===== config.mk =====
export PLATFORM = sky130hd
export DESIGN_NAME = multi_source_frame_tx
export DESIGN_NICKNAME = d
export VERILOG_FILES = /design/src/rtl/multi_source_frame_tx.sv
export SDC_FILE = /design/constraint.sdc
export NUM_CORES = 1
export LEC_CHECK = 0
export ABC_CLOCK_PERIOD_IN_PS = 1800
export CAP_MARGIN = 25
export CELL_PAD_IN_SITES_DETAIL_PLACEMENT = 1
export CELL_PAD_IN_SITES_GLOBAL_PLACEMENT = 2
export CORE_MARGIN = 1.5
export CORE_UTILIZATION = 32
export DETAILED_ROUTE_END_ITERATION = 8
export GPL_TIMING_DRIVEN = 0
export PLACE_DENSITY_LB_ADDON = 0.2
export SYNTH_ARGS = -nofsm -noshare
export SYNTH_HDL_FRONTEND = slang
export SYNTH_SLANG_ARGS = --single-unit

===== constraint.sdc =====
create_clock -name clk_pixel_in -period 1.8 [get_ports clk_pixel_in]
set_input_delay 0.18 -clock clk_pixel_in [delete_from_list [all_inputs] [get_ports clk_pixel_in]]
set_output_delay 0.18 -clock clk_pixel_in [all_outputs]
set_load 0.02 [all_outputs]

===== src/rtl/multi_source_frame_tx.sv =====
`default_nettype none
// ============================================================================
// Module      : multi_source_frame_tx
// Description : Gathers per-source update slots and sends them as one framed,
//               MSB-first serial word (seq | fresh mask | slots) over a
//               data / clock / active-low select link.
// Revision    : 1.0 - initial release
// ============================================================================
module multi_source_frame_tx #(
    parameter int NUM_SRC      = 2,
    parameter int SRC_WIDTH    = 32,
    parameter int SEQ_WIDTH    = 4,
    parameter int DATA_PERIOD  = 100,
    parameter int TRIGGER_MODE = 0
) (
    input  logic                          clk_pixel_in,
    input  logic                          rst_in,
    input  logic [NUM_SRC*SRC_WIDTH-1:0]  src_data_in,
    input  logic [NUM_SRC-1:0]            src_valid_in,
    input  logic                          force_in,
    output logic                          data_out,
    output logic                          data_clk_out,
    output logic                          sel_out,
    output logic                          busy_out,
    output logic                          frame_done_out,
    output logic [SEQ_WIDTH-1:0]          seq_out,
    output logic [NUM_SRC-1:0]            overrun_out
);

    localparam int FRAME_W = SEQ_WIDTH + NUM_SRC + NUM_SRC * SRC_WIDTH;
    localparam int PW      = $clog2(DATA_PERIOD);
    localparam int BW      = $clog2(FRAME_W);

    localparam logic [PW-1:0] c_last_phase = PW'(DATA_PERIOD - 1);
    localparam logic [PW-1:0] c_half_phase = PW'(DATA_PERIOD / 2);
    localparam logic [BW-1:0] c_last_bit   = BW'(FRAME_W - 1);

    localparam logic [1:0] S_IDLE  = 2'd0;
    localparam logic [1:0] S_SHIFT = 2'd1;
    localparam logic [1:0] S_GAP   = 2'd2;

    logic [1:0]                   r_state;
    logic [NUM_SRC*SRC_WIDTH-1:0] r_slots;
    logic [NUM_SRC-1:0]           r_fresh;
    logic [NUM_SRC-1:0]           r_overrun;
    logic [FRAME_W-1:0]           r_shift;
    logic [PW-1:0]                r_phase;
    logic [BW-1:0]                r_bit;
    logic [SEQ_WIDTH-1:0]         r_seq;
    logic                         r_dclk;
    logic                         r_sel;
    logic                         r_busy;
    logic                         r_done;

    logic                         w_fresh_trig;
    logic                         w_snapshot;
    logic [FRAME_W-1:0]           w_frame;
    logic [PW-1:0]                w_phase_inc;

    generate
        if (TRIGGER_MODE == 0) begin : g_trig_all
            assign w_fresh_trig = &r_fresh;
        end else begin : g_trig_any
            assign w_fresh_trig = |r_fresh;
        end
    endgenerate

    assign w_snapshot  = (r_state == S_IDLE) && (w_fresh_trig || force_in);
    assign w_frame     = {r_seq, r_fresh, r_slots};
    assign w_phase_inc = r_phase + 1'b1;

    // A valid landing in the snapshot cycle re-arms fresh and is not an overwrite.
    always_ff @(posedge clk_pixel_in) begin
        if (rst_in) begin
            r_slots   <= '0;
            r_fresh   <= '0;
            r_overrun <= '0;
        end else begin
            for (int i = 0; i < NUM_SRC; i++) begin
                if (src_valid_in[i]) begin
                    r_slots[i*SRC_WIDTH +: SRC_WIDTH] <= src_data_in[i*SRC_WIDTH +: SRC_WIDTH];
                end
            end
            r_fresh   <= (w_snapshot ? '0 : r_fresh) | src_valid_in;
            r_overrun <= r_overrun | (r_fresh & src_valid_in & {NUM_SRC{~w_snapshot}});
        end
    end

    always_ff @(posedge clk_pixel_in) begin
        if (rst_in) begin
            r_state <= S_IDLE;
            r_shift <= '0;
            r_phase <= '0;
            r_bit   <= '0;
            r_seq   <= '0;
            r_dclk  <= 1'b0;
            r_sel   <= 1'b1;
            r_busy  <= 1'b0;
            r_done  <= 1'b0;
        end else begin
            r_done <= 1'b0;
            case (r_state)
                S_IDLE: begin
                    if (w_snapshot) begin
                        r_state <= S_SHIFT;
                        r_shift <= w_frame;
                        r_phase <= '0;
                        r_bit   <= '0;
                        r_dclk  <= 1'b0;
                        r_sel   <= 1'b0;
                        r_busy  <= 1'b1;
                    end
                end
                S_SHIFT: begin
                    if (r_phase == c_last_phase) begin
                        r_phase <= '0;
                        r_dclk  <= 1'b0;
                        if (r_bit == c_last_bit) begin
                            r_state <= S_GAP;
                            r_shift <= '0;
                            r_sel   <= 1'b1;
                            r_busy  <= 1'b0;
                            r_done  <= 1'b1;
                            r_seq   <= r_seq + 1'b1;
                        end else begin
                            r_bit   <= r_bit + 1'b1;
                            r_shift <= {r_shift[FRAME_W-2:0], 1'b0};
                        end
                    end else begin
                        r_phase <= w_phase_inc;
                        r_dclk  <= (w_phase_inc >= c_half_phase);
                    end
                end
                S_GAP: begin
                    r_state <= S_IDLE;
                end
                default: begin
                    r_state <= S_IDLE;
                end
            endcase
        end
    end

    assign data_out       = r_shift[FRAME_W-1];
    assign data_clk_out   = r_dclk;
    assign sel_out        = r_sel;
    assign busy_out       = r_busy;
    assign frame_done_out = r_done;
    assign seq_out        = r_seq;
    assign overrun_out    = r_overrun;

endmodule
`default_nettype wire


## After elaboration in Yosys (flattened, before gate mapping)

Index checks and enable logic that the tools add are counted.

- Flip-flop bits (word level): 162
- Input port bits: 69
- Output and inout port bits: 11
- Logic and storage cells: 69

- Add/subtract/negate cells: 3
- $lt $le $gt $ge: 1
- Equal/unequal tests: 7
- Muxes and demuxes: 26
- Bitwise operators: 7
- Reduce and logical (&&, ||, !) cells: 12

Operators with widths:

| kind | count |
|---|---|
| $mux 70 | 3 |
| $pmux 70 s2 | 1 |
| $mux 7 | 4 |
| $pmux 7 s2 | 2 |
| $add 7x1->7 const B | 2 |
| $eq 7x7->1 const B | 2 |
| $reduce_and 3->1 | 3 |
| $mux 1 | 8 |
| $mux 2 | 4 |
| $ne 2x2->1 const B | 4 |
| $reduce_and 4->1 | 2 |
| $ge 7x6->1 const B | 1 |
| $pmux 1 s2 | 3 |
| $add 4x1->4 const B | 1 |
| $and 2x2->2 | 2 |
| $or 2x2->2 | 2 |
| $pmux 2 s2 | 1 |
| $reduce_and 2->1 | 2 |
| $not 1->1 | 3 |
| $reduce_or 3->1 | 1 |
| $eq 2x1->1 const B | 1 |
| $logic_not 2->1 | 1 |
| $reduce_bool 2->1 | 1 |
| $logic_and 1x1->1 | 1 |
| $logic_or 1x1->1 | 1 |

## Longest topological paths before layout

- Depth after elaboration: 6
- Gate-level depth with buffers: 8
- Depth with buffers taken out: 6

## Worst setup path after synthesis

OpenSTA, ideal clock, no wires.

- Path type: flip-flop to flip-flop
- Start: register r_phase[0]
- End: register r_shift[1]
- Setup time: 132 ps
- Arrival: 1671 ps
- Required time: 1668 ps
- Slack: -3 ps
- Stages on the path, launching flop included: 8
- Path buffers: 2
- Clock period less this slack: 1803 ps
- Path through: dfxtp_1 -> ha_1 -> nand4bb_4 -> o32a_1 -> buf_6 -> buf_6 -> a221oi_1 -> nor3_1

- Cells in the longest elaborated chain, start to end: 3

RTL lines:

| item | RTL line | RTL |
|---|---|---|
| start, declared | 47 | `logic [PW-1:0] r_phase;` |
| start signal, assigned | 130 | `r_phase <= w_phase_inc;` |
| $eq 7x7->1 | 115 | `if (r_phase == c_last_phase) begin` |
| $ne 2x2->1 (no source line) | -- |  |
| $reduce_and 3->1 (no source line) | -- |  |
| end signal, assigned | 106 | `r_shift <= w_frame;` |
| end signal, assigned | 127 | `r_shift <= {r_shift[FRAME_W-2:0], 1'b0};` |
| end, declared | 46 | `logic [FRAME_W-1:0] r_shift;` |

No other way between the ends.
A chain may end at the register's enable or synchronous reset.

## Final worst setup path

- Start: register r_phase[0]
- End: register r_phase[3]

- Cells in the longest elaborated chain, start to end: 3
- Elaborated cells between the ends (all ways): 4
- Classes of those cells: add/sub (1); eq/ne (1); mux (2)

RTL lines:

| item | RTL line | RTL |
|---|---|---|
| $add 7x1->7 / $eq 7x7->1 (equally long branches) | 70, 115 |  |
| $mux 7 * | 115 |  |
| $pmux 7 s2 * | 102 | `case (r_state)` |

Mark *: on every way between the ends. The rest lies on a longest branch, timed or not.

==> impl_metrics.toml <==
[run_status]
violations = "setup timing"
status = "complete, but fails checks"

[drt]
drt_first_pass_iters = 4
vias = 5612
wl_mm = 19.0
viasPerCell = 5.17
ant_nets = 0
drt-wirelength-per-cell_um = 17.5
drt_iter0_drc = 207
post-route-drc-count = 0

[synthesis]
syn-mean-instance-area_um2 = 9.73
syn_area_um2 = 6810
yosysUniqueCellTypes = 51
async_flop_share_pct = 0
synth_edf_count = 0
syn_inst = 700
synth_seq_cells = 162
seq_area_frac_synth_pct = 47.6
synthFlopType = "dfxtp_1"
syn_nets = 774
yosys_warnings = 0

[critical_path]
cp.arrival_ns = 2.15
path_max_fanout = 9
setup.worst_path.start = "r_phase[0]"
reg2reg_slack_ns = -0.02
r2r_start = "r_phase[0]"
crit_required_ns = 2.13
startpoint_type = "flip-flop"
path_class = "flip-flop to flip-flop"
end_kind = "flip-flop"
r2r-end = "r_phase[3]"
crit_end = "r_phase[3]"
reg2regPathDepth = 6

[clocking]
clkTransAtPathRegs_ns = 0.06
cts_buffer_depth = 2
cts_buffers = 17
cts_root_buf = "clkbuf_16"
tritoncts = "built"
cts.sinks = 162
h-tree-depth = 4
clk_latency_ns = 0.43

[job]
cap_violations = 0

[pwr]
p_int_mw = 6.35
swShare_pct = 27.8
comb_power_share_pct = 14.7
pwr-share-seq_pct = 45.7
finalPower_mw = 8.80
switching_power_mw = 2.45
irDropWorstVdd_mv = 0.528
powerDensity_nw_per_um2 = 1010
pwr-share-clk_pct = 39.6
p_leak_nw = 3.40

[global_routing]
grt_pass1_vias = 5824
overflow = 0
grt_max_degree = 17
grt_pass1_wl_mm = 30.4
antenna_found_initial = 0
track_usage_pct = 17.6

[floorplan]
core-area_um2 = 21000
rows = 53
dieWidth_um = 149
die_h_um = 149
start_util_pct = 32.5
ios = 80
dieArea_um2 = 22200

[timing]
setup_slack_ns = -0.0211
hold_slack_ns = 0.259
setup_viol_count_final = 1
grt_setup_unrepaired = "true"
max_freq_mhz = 549
finalHoldViolCount = 0
min_period_ns = 1.82
fin_worst_skew_ns = 0.0234
max-slew-margin-rel_pct = 49.7
drv_slew = 0
post-route-period-util_pct = 101
worst_pin_slew_ns = 0.755

[place]
hpwl_mm = 13.7
dpl.cell_count = 1051
place_congestion = 0.803
place_ws_ns = -0.334
dpl_cell_area_um2 = 7920
io_buffers = 76

[finish]
fin_nets = 872
insertedDiodeCount = 0
final_cells = 1086
layout-drive-gt1-share_pct = 16.9
design_area_um2 = 8670
syn_to_final_growth_pct = 27.4
fill_cells = 2379

[hold_path]
hold_path_class = "input port to flip-flop"
==> synthesized netlist by cell type (3+ instances only) <==
library cell  number  area (um2)
buf_4              4        30.0
o211ai_1           3        22.5
a31oi_1            3        18.8
o21ai_0            6        30.0
buf_2             17        85.1
buf_6              9         101
nor2_1           147         552
a211oi_1           5        37.5
nand3_1           10        50.1
mux2i_1           69         691
or3_1              3        18.8
nand2b_1           9        56.3
ha_1               5        62.6
a221oi_2          33         495
dfxtp_1          162        3240
nand2_1           10        37.5
a21oi_1           16        80.1
nor3_1            77         385
a221oi_1          36         315
inv_1              7        26.3
clkbuf_1          30         113
==> repair_timing <==
action / CTS / global route
pin swaps: 2 / 2
setup buffers: 4 / 0
gates resized for setup: 22 / 23
hold buffers: 0 / 0
setup endpoints to repair: 76 / 74
==> power by group through the flow <==
| stage | registers [mW] | clock network, mW | logic [mW] |
|---|---|---|---|
| floorplan | 4.05 | 0 | 0.819 |
| global placement | 4.08 | 0 | 1.19 |
| detailed placement | 4.09 | 0 | 1.24 |
| CTS | 4.01 | 3.60 | 1.28 |
| global route | 4.05 | 3.74 | 1.43 |
| finish | 4.02 | 3.48 | 1.29 |
==> cell families (layout without fill, tap and decap cells) <==
logic type	count (synthesis)	count (layout)	share of synthesized area, %
AO/OA/AOI/OAI	118	118	16.9
XOR/XNOR	1	1	0.129
adder cells (fa/ha/maj)	5	5	0.919
buffers and inverters	70	181	5.39
flip-flops	162	162	47.6
multiplexers	70	70	10.3
AND/OR/NAND/NOR	274	274	18.7
==> layout by cell type (no fill, tap or decap), types with 10 or more instances in the layout <==
cell,n
a21oi_1,15
a221oi_1,18
a221oi_2,51
buf_4,14
buf_6,11
clkbuf_1,26
clkbuf_16,17
clkdlybuf4s50_1,76
dfxtp_1,158
mux2i_1,69
nand2_1,10
nand3_1,10
nor2_1,147
nor3_1,76
==> final cells by class <==
type,instances,area (um2),area share (%)
Clock buffer,18,429,4.95
Multi-Input combinational cell,468,3330,38.4
Inverter,8,31.3,0.361
Buffer,61,367,4.23
Clock inverter,14,129,1.49
Sequential cell,162,3250,37.4
Tap cell,275,344,3.97
Timing Repair Buffer,80,795,9.16
==> registers in the layout, indices dropped and copies added (netlist names) <==
| signal | flops |
|---|---|
| busy_out | 1 |
| sel_out | 1 |
| r_bit | 7 |
| r_fresh | 2 |
| r_state | 2 |
| r_slots | 64 |
| overrun_out | 2 |
| r_phase | 7 |
| frame_done_out | 1 |
| data_clk_out | 1 |
| seq_out | 4 |
| r_shift | 70 |
==> worst min-delay path by stage <==
stage / startpoint / to / slack [ns] / cells after the start
3_5_place_dp: sel_out / sel_out / 0.45 / 1
4_1_cts: src_valid_in[0] / r_slots[31] / 0.25 / 3
6_report: src_valid_in[0] / r_slots[31] / 0.26 / 3
5_1_grt: src_valid_in[1] / r_slots[32] / 0.30 / 3
2_1_floorplan: src_data_in[28] / r_slots[28] / 0.33 / 2
3_3_place_gp: sel_out / sel_out / 0.45 / 1
==> worst max-delay path, cell delays in order (launching register included) <==
cell	delay [ns]
dfxtp_2	0.36
ha_4	0.18
buf_4	0.14
and2b_2	0.24
a21oi_2	0.43
a21oi_1	0.13
a211oi_1	0.24
==> per-layer routing <==
layer	wire length [um]	global-route usage, %	up-vias
met1	8770	22.1	2795
met2	9620	29.9	71
li1	-	-	2742
met5	0	0	-
met4	110	6.04	0
met3	545	3.61	4
==> per-stage QoR <==
step | TNS (ns) | utilization, %
2_1_floorplan | 0 | -
3_3_place_gp | -11.55 | 37.8
3_5_place_dp | -17.33 | 37.8
4_1_cts | -0.0267 | 40.9
5_1_grt | -2.66 | 41.4
6_report | -0.0211 | 41.4
Power figures use the tool's default switching activity.
